`src/rtl/rom_stream_reader.sv`:
```
// rom_stream_reader
// Byte store written by random address and drained as a sequential burst
// over a valid/ready stream. A burst is a start address plus a length.
// A length of 0 means a full 2^ADDR_W-beat burst. Addresses wrap modulo 2^ADDR_W.
// Optional feature: define ROM_STREAM_CHECKSUM_EN to add an XOR checksum output
// over the streamed beats.
module rom_stream_reader #(
   parameter int ADDR_W = 8,
   parameter int DATA_W = 8
) (
   input  logic              clk,
   input  logic              rst_n,
   input  logic              ena,
   input  logic              wr_en,
   input  logic [ADDR_W-1:0] wr_addr,
   input  logic [DATA_W-1:0] wr_data,
   input  logic              start,
   input  logic [ADDR_W-1:0] start_addr,
   input  logic [ADDR_W-1:0] length,
   output logic              out_valid,
   input  logic              out_ready,
   output logic [DATA_W-1:0] out_data,
   output logic              out_last,
   output logic              busy,
   output logic              done
`ifdef ROM_STREAM_CHECKSUM_EN
   ,
   output logic [DATA_W-1:0] checksum
`endif
);

   localparam int DEPTH = 1 << ADDR_W;

   typedef enum logic [1:0] {
      IDLE  = 2'd0,
      FETCH = 2'd1,
      SEND  = 2'd2,
      DONE  = 2'd3
   } state_t;

   state_t            state;
   state_t            state_nxt;
   logic [DATA_W-1:0] mem [DEPTH];
   logic [ADDR_W-1:0] ptr;
   logic [ADDR_W:0]   rem;
   logic              handshake;
   logic              last_beat;
   logic              accept_start;

   // Only a transfer seen while enabled counts, so a frozen handshake cannot advance the burst.
   assign handshake    = (state == SEND) && out_valid && out_ready;
   assign last_beat    = (rem == {{ADDR_W{1'b0}}, 1'b1});
   assign accept_start = (state == IDLE) && start;
   assign busy         = (state != IDLE);
   assign done         = (state == DONE);

   // Write port. A read of the same entry in the same cycle sees the old contents.
   always_ff @(posedge clk) begin
      if (ena && wr_en) begin
         mem[wr_addr] <= wr_data;
      end
   end

   // State register. It advances only while the block is enabled.
   always_ff @(posedge clk or negedge rst_n) begin
      if (!rst_n) begin
         state <= IDLE;
      end else if (ena) begin
         state <= state_nxt;
      end
   end

   // Next-state logic. A start that arrives outside IDLE is ignored.
   always_comb begin
      state_nxt = state;
      case (state)
         IDLE:    if (start) state_nxt = FETCH;
         FETCH:   state_nxt = SEND;
         SEND:    if (handshake) state_nxt = last_beat ? DONE : FETCH;
         DONE:    state_nxt = IDLE;
         default: state_nxt = IDLE;
      endcase
   end

   // Burst datapath: pointer, remaining-beat count and the registered stream outputs.
   always_ff @(posedge clk or negedge rst_n) begin
      if (!rst_n) begin
         ptr       <= '0;
         rem       <= '0;
         out_valid <= 1'b0;
         out_last  <= 1'b0;
         out_data  <= '0;
      end else if (ena) begin
         case (state)
            IDLE: begin
               if (start) begin
                  ptr <= start_addr;
                  rem <= (length == '0) ? {1'b1, {ADDR_W{1'b0}}} : {1'b0, length};
               end
            end
            FETCH: begin
               out_data  <= mem[ptr];
               out_valid <= 1'b1;
               out_last  <= last_beat;
            end
            SEND: begin
               if (handshake) begin
                  out_valid <= 1'b0;
                  out_last  <= 1'b0;
                  if (!last_beat) begin
                     ptr <= ptr + 1'b1;
                     rem <= rem - 1'b1;
                  end
               end
            end
            default: begin
            end
         endcase
      end
   end

`ifdef ROM_STREAM_CHECKSUM_EN
   // XOR checksum over the beats of the current burst. It is cleared when a burst starts
   // and keeps its final value until the next burst starts.
   always_ff @(posedge clk or negedge rst_n) begin
      if (!rst_n) begin
         checksum <= '0;
      end else if (ena) begin
         if (accept_start) begin
            checksum <= '0;
         end else if (handshake) begin
            checksum <= checksum ^ out_data;
         end
      end
   end
`else
   // accept_start is needed only by the checksum. Referencing it here keeps it from being unused.
   logic unused_start;
   assign unused_start = accept_start;
`endif

endmodule

```
`config.mk`:
```
export PLATFORM = sky130hd
export DESIGN_NAME = rom_stream_reader
export DESIGN_NICKNAME = d
export VERILOG_FILES = /design/src/rtl/rom_stream_reader.sv
export SDC_FILE = /design/constraint.sdc
export NUM_CORES = 2
export LEC_CHECK = 0
export ABC_AREA = 1
export BUFFER_PORTS_ARGS = -buffer_cell sky130_fd_sc_hd__buf_2
export CAP_MARGIN = 20
export CORE_UTILIZATION = 25
export CTS_BUF_LIST = sky130_fd_sc_hd__clkbuf_2
export CTS_CLUSTER_DIAMETER = 200
export CTS_CLUSTER_SIZE = 30
export DETAILED_ROUTE_END_ITERATION = 8
export RECOVER_POWER = 50
export REMOVE_ABC_BUFFERS = 1
export SKIP_LAST_GASP = 1
export SLEW_MARGIN = 30
export SYNTH_ARGS = -nofsm -noshare
export SYNTH_HDL_FRONTEND = slang
export SYNTH_SLANG_ARGS = --single-unit
export TNS_END_PERCENT = 5
```
`constraint.sdc`:
```
create_clock -name clk -period 5.8 [get_ports clk]
set_input_delay 1.74 -clock clk [delete_from_list [all_inputs] [get_ports clk]]
set_output_delay 1.74 -clock clk [all_outputs]
set_load 0.01 [all_outputs]
```
==> run_results.csv <==
group,metric,value,unit
floorplanning,die_x,589.4,µm
routing,post-route-drc-count,0,
setup_path,r2r_cells,14,
yosys,synth_commonest_cells,"nand2_1 (2355), edfxtp_1 (2048), nand3_1 (1388)",
yosys,ys_types,33,
routing,first_iter_violations,6310,
layout,fin_nets,7490,
power_and_ir_drop,p_per_area,391.2,mW/mm²
clock_tree,cts_root_buf,"clkbuf_2",
sta,fin_ws,0.5767,ns
setup_path,crit_end,"mem[206][0]",
placed_design,pre_cts_ws,1.305,ns
setup_path,max_stage_delay,3.72,ns
clock_tree,cts_setup_buffers,0,
floorplanning,dieArea,0.3473,mm²
sta,hold_viol,0,
setup_path,path_cells,"clkdlybuf4s25_1, buf_4",
setup_path,crit_fanout,87,
setup_path,r2r-start,"ptr[0]",
clock_tree,ctsHoldBuffers,1,
layout,layout-drive-gt1-share,0.03629,
power_and_ir_drop,peakVddDrop,0.4102,mV
grt,grt_pass1_wl,351500,µm
yosys,synthFlopType,"edfxtp_1",
floorplanning,fp.dieH,589.4,µm
placed_design,dp_hpwl,143200,µm
setup_path,path_depth,2,
sta,slew_headroom,-2.550,
sta,fin_skew,0.1700,ns
placed_design,gp_congestion,0.8754,
layout,area_delta_synth_final,6.478,%
floorplanning,core_area,0.3433,mm²
setup_path,critPathArrivalTime,6.64,ns
yosys,synthArstFlopShare,0.01396,
floorplanning,rows,215,
grt,antenna_found_initial,20,
grt,grt_max_degree,212,
sta,tns,0,ns
layout,finalNonFillerCells,12040,
clock_tree,path_clk_slew,0.52,ns
setup_path,startpoint,"wr_data[0]",
floorplanning,start_util,0.2513,
yosys,ys_top_cells_by_area,"edfxtp_1 (71%), nand2_1 (10%), nand3_1 (8.1%), nor2_1 (3.0%), inv_1 (1.4%)",
power_and_ir_drop,p_leak,31.67,nW
routing,drtAntennaViolNets,0,
placed_design,port_buffers,49,
placed_design,dp.cells,11920,
setup_path,crit_path_start_kind,"primary input",
sta,setup_violations,0,
sta,worst_pin_slew,5.324,ns
clock_tree,clock_latency,1.74,ns
sta,rsz0062_at_grt,"no",
setup_path,path_buf_inv,2,
layout,seq_area,0.06224,mm²
routing,avgViaCountPerCell,4.602,
yosys,syn_avg_cell_area,11.21,µm²
yosys,synth_largest_area_cell,"edfxtp_1",
run_status,failed_checks,"max-capacitance violations, max-slew violations",
setup_path,r2r_end,"out_data[1]",
routing,vias,55390,
yosys,ys_seq_area_frac,0.7215,
clock_tree,cts_buffers,79,
layout,multiInputGateArea,0.02053,mm²
clock_tree,cts_tree,"built",
routing,dr.pass1.iters,5,
setup_path,worstSetupEndpointType,"flip-flop",
flow_run,drv_cap,14,
grt,grt_pass1_vias,52550,
hold_path,hold_path_class,"primary input to flip-flop",
floorplanning,top_level_ports,50,
yosys,synth-edff-count,2048,
grt,grt_util_all_layers,0.1344,
grt,grt_overflow,0,
clock_tree,clk_path_buf_depth,3,
yosys,synth_warnings,0,
clock_tree,cts.sinks,2077,
clock_tree,htree_levels,3,
sta,drv_slew,957,
yosys,synth_most_common_cell,"nand2_1",
layout,final.fill_count,35780,
setup_path,crit_type,"primary input to flip-flop",
clock_tree,cts_resized,0,
yosys,syn_area,0.08625,mm²
yosys,netlist.area_leader.share,0.7131,
sta,fin_crit,5.223,ns
run_status,status,"finished, violations left",
setup_path,cpMaxStageDelayCell,"clkdlybuf4s25_1",
sta,max_freq,191.4,MHz
routing,routed_wl,241400,µm
yosys,synth-seq-cells,2077,
setup_path,crit_family,"buffers and inverters",
setup_path,required,7.21,ns
yosys,synthCells,7692,
sta,period_share,0.9006,
routing,wire_per_inst,20.05,µm
setup_path,reg2reg_slack,2.00,ns
-- layer usage --
layer | share of wire | global-route usage
met1 | 0.43 | 0.1835
met3 | 0.075 | 0.01852
met4 | 0.033 | 0.04398
met5 | 0.00084 | 0.001779
met2 | 0.47 | 0.2194
-- worst reg2reg max path, delay by kind of cell, from the launching register on --
| family | cells | cell delay (ns) |
|---|---|---|
| flops | 1 | 0.81 |
| simple gates | 12 | 1.79 |
| buf+inv | 2 | 1.23 |
-- how the worst min path moves through the flow --
| stage | start | endpoint | slack, ns | depth (start not counted) |
|---|---|---|---|---|
| after floorplan | rem[1] | rem[1] | 0.52 | 2 |
| after global placement | out_last | out_last | 0.49 | 2 |
| after detailed placement | out_last | out_last | 0.49 | 2 |
| after CTS | start_addr[1] | ptr[1] | 0.04 | 3 |
| after global routing | start_addr[1] | ptr[1] | 0.16 | 3 |
| final | start_addr[1] | ptr[1] | 0.29 | 3 |
-- registers in the layout (all words and copies together) (netlist names) --
name / count
out_data: 8
state: 2
out_last: 1
out_valid: 1
rem: 9
mem: 2048
ptr: 8
-- logic make-up after synthesis --
group | after synthesis | share of synthesized area
flip-flops | 2077 | 0.7215
AND/OR/NAND/NOR | 4446 | 0.2140
AO/OA/AOI/OAI | 350 | 0.02256
adder cells (fa/ha/maj) | 3 | 0.0004353
buffers and inverters | 811 | 0.04101
XOR/XNOR | 5 | 0.0005077
-- through the flow --
| step | utilization | hold slack, ns | total power, mW | area [µm²] |
|---|---|---|---|---|
| global placement | 0.2660 | 0.4862 | 31.34 | 91310 |
| floorplan | - | 0.5153 | 24.14 | 83940 |
| CTS | 0.2677 | 0.04235 | 35.83 | 91900 |
| global route | 0.2675 | 0.1608 | 37.72 | 91820 |
| finish | 0.2675 | 0.2890 | 35.92 | 91830 |
| detailed placement | 0.2660 | 0.4868 | 31.38 | 91320 |
-- where the power goes --
part	leakage [nW]	internal, mW	total (mW)	switching, mW
clock	0.443	0.525	4.65	4.13
sequential	18.7	16.6	17.0	0.362
combinational	12.5	3.74	14.3	10.5
total	31.7	20.9	35.9	15.0
-- final cells by class --
class                   instances  share of cell area
inverters                     327             0.01376
clock buffers                  97            0.005286
repair buffers                160             0.01624
diodes                         13           0.0003542
well taps                    4557             0.06209
multi-input cells            4804              0.2235
clock inverters                 3           0.0009810
flip-flops and latches       2077              0.6778
-- cells in the final DEF, fill, tap and decap left out, types with 3 or more instances in the layout --
cell	netlist	final
nand2_2	0	11
clkbuf_2	0	101
ha_1	3	3
clkbuf_1	168	14
o22ai_1	5	5
buf_12	0	33
inv_1	316	315
xor2_1	5	5
dfrtp_1	29	24
edfxtp_1	2048	2048
o211ai_1	64	64
nor2_2	3	3
nand3_1	1388	1388
diode_2	0	13
dfrtp_4	0	4
a22oi_1	4	4
a21oi_1	38	38
clkinv_1	6	5
o21ai_1	39	39
buf_2	236	39
nand2_1	2355	2342
buf_4	34	64
nor2_1	692	692
o21ai_0	193	193
inv_2	4	3
No activity file was read; power rests on OpenSTA's default activity.
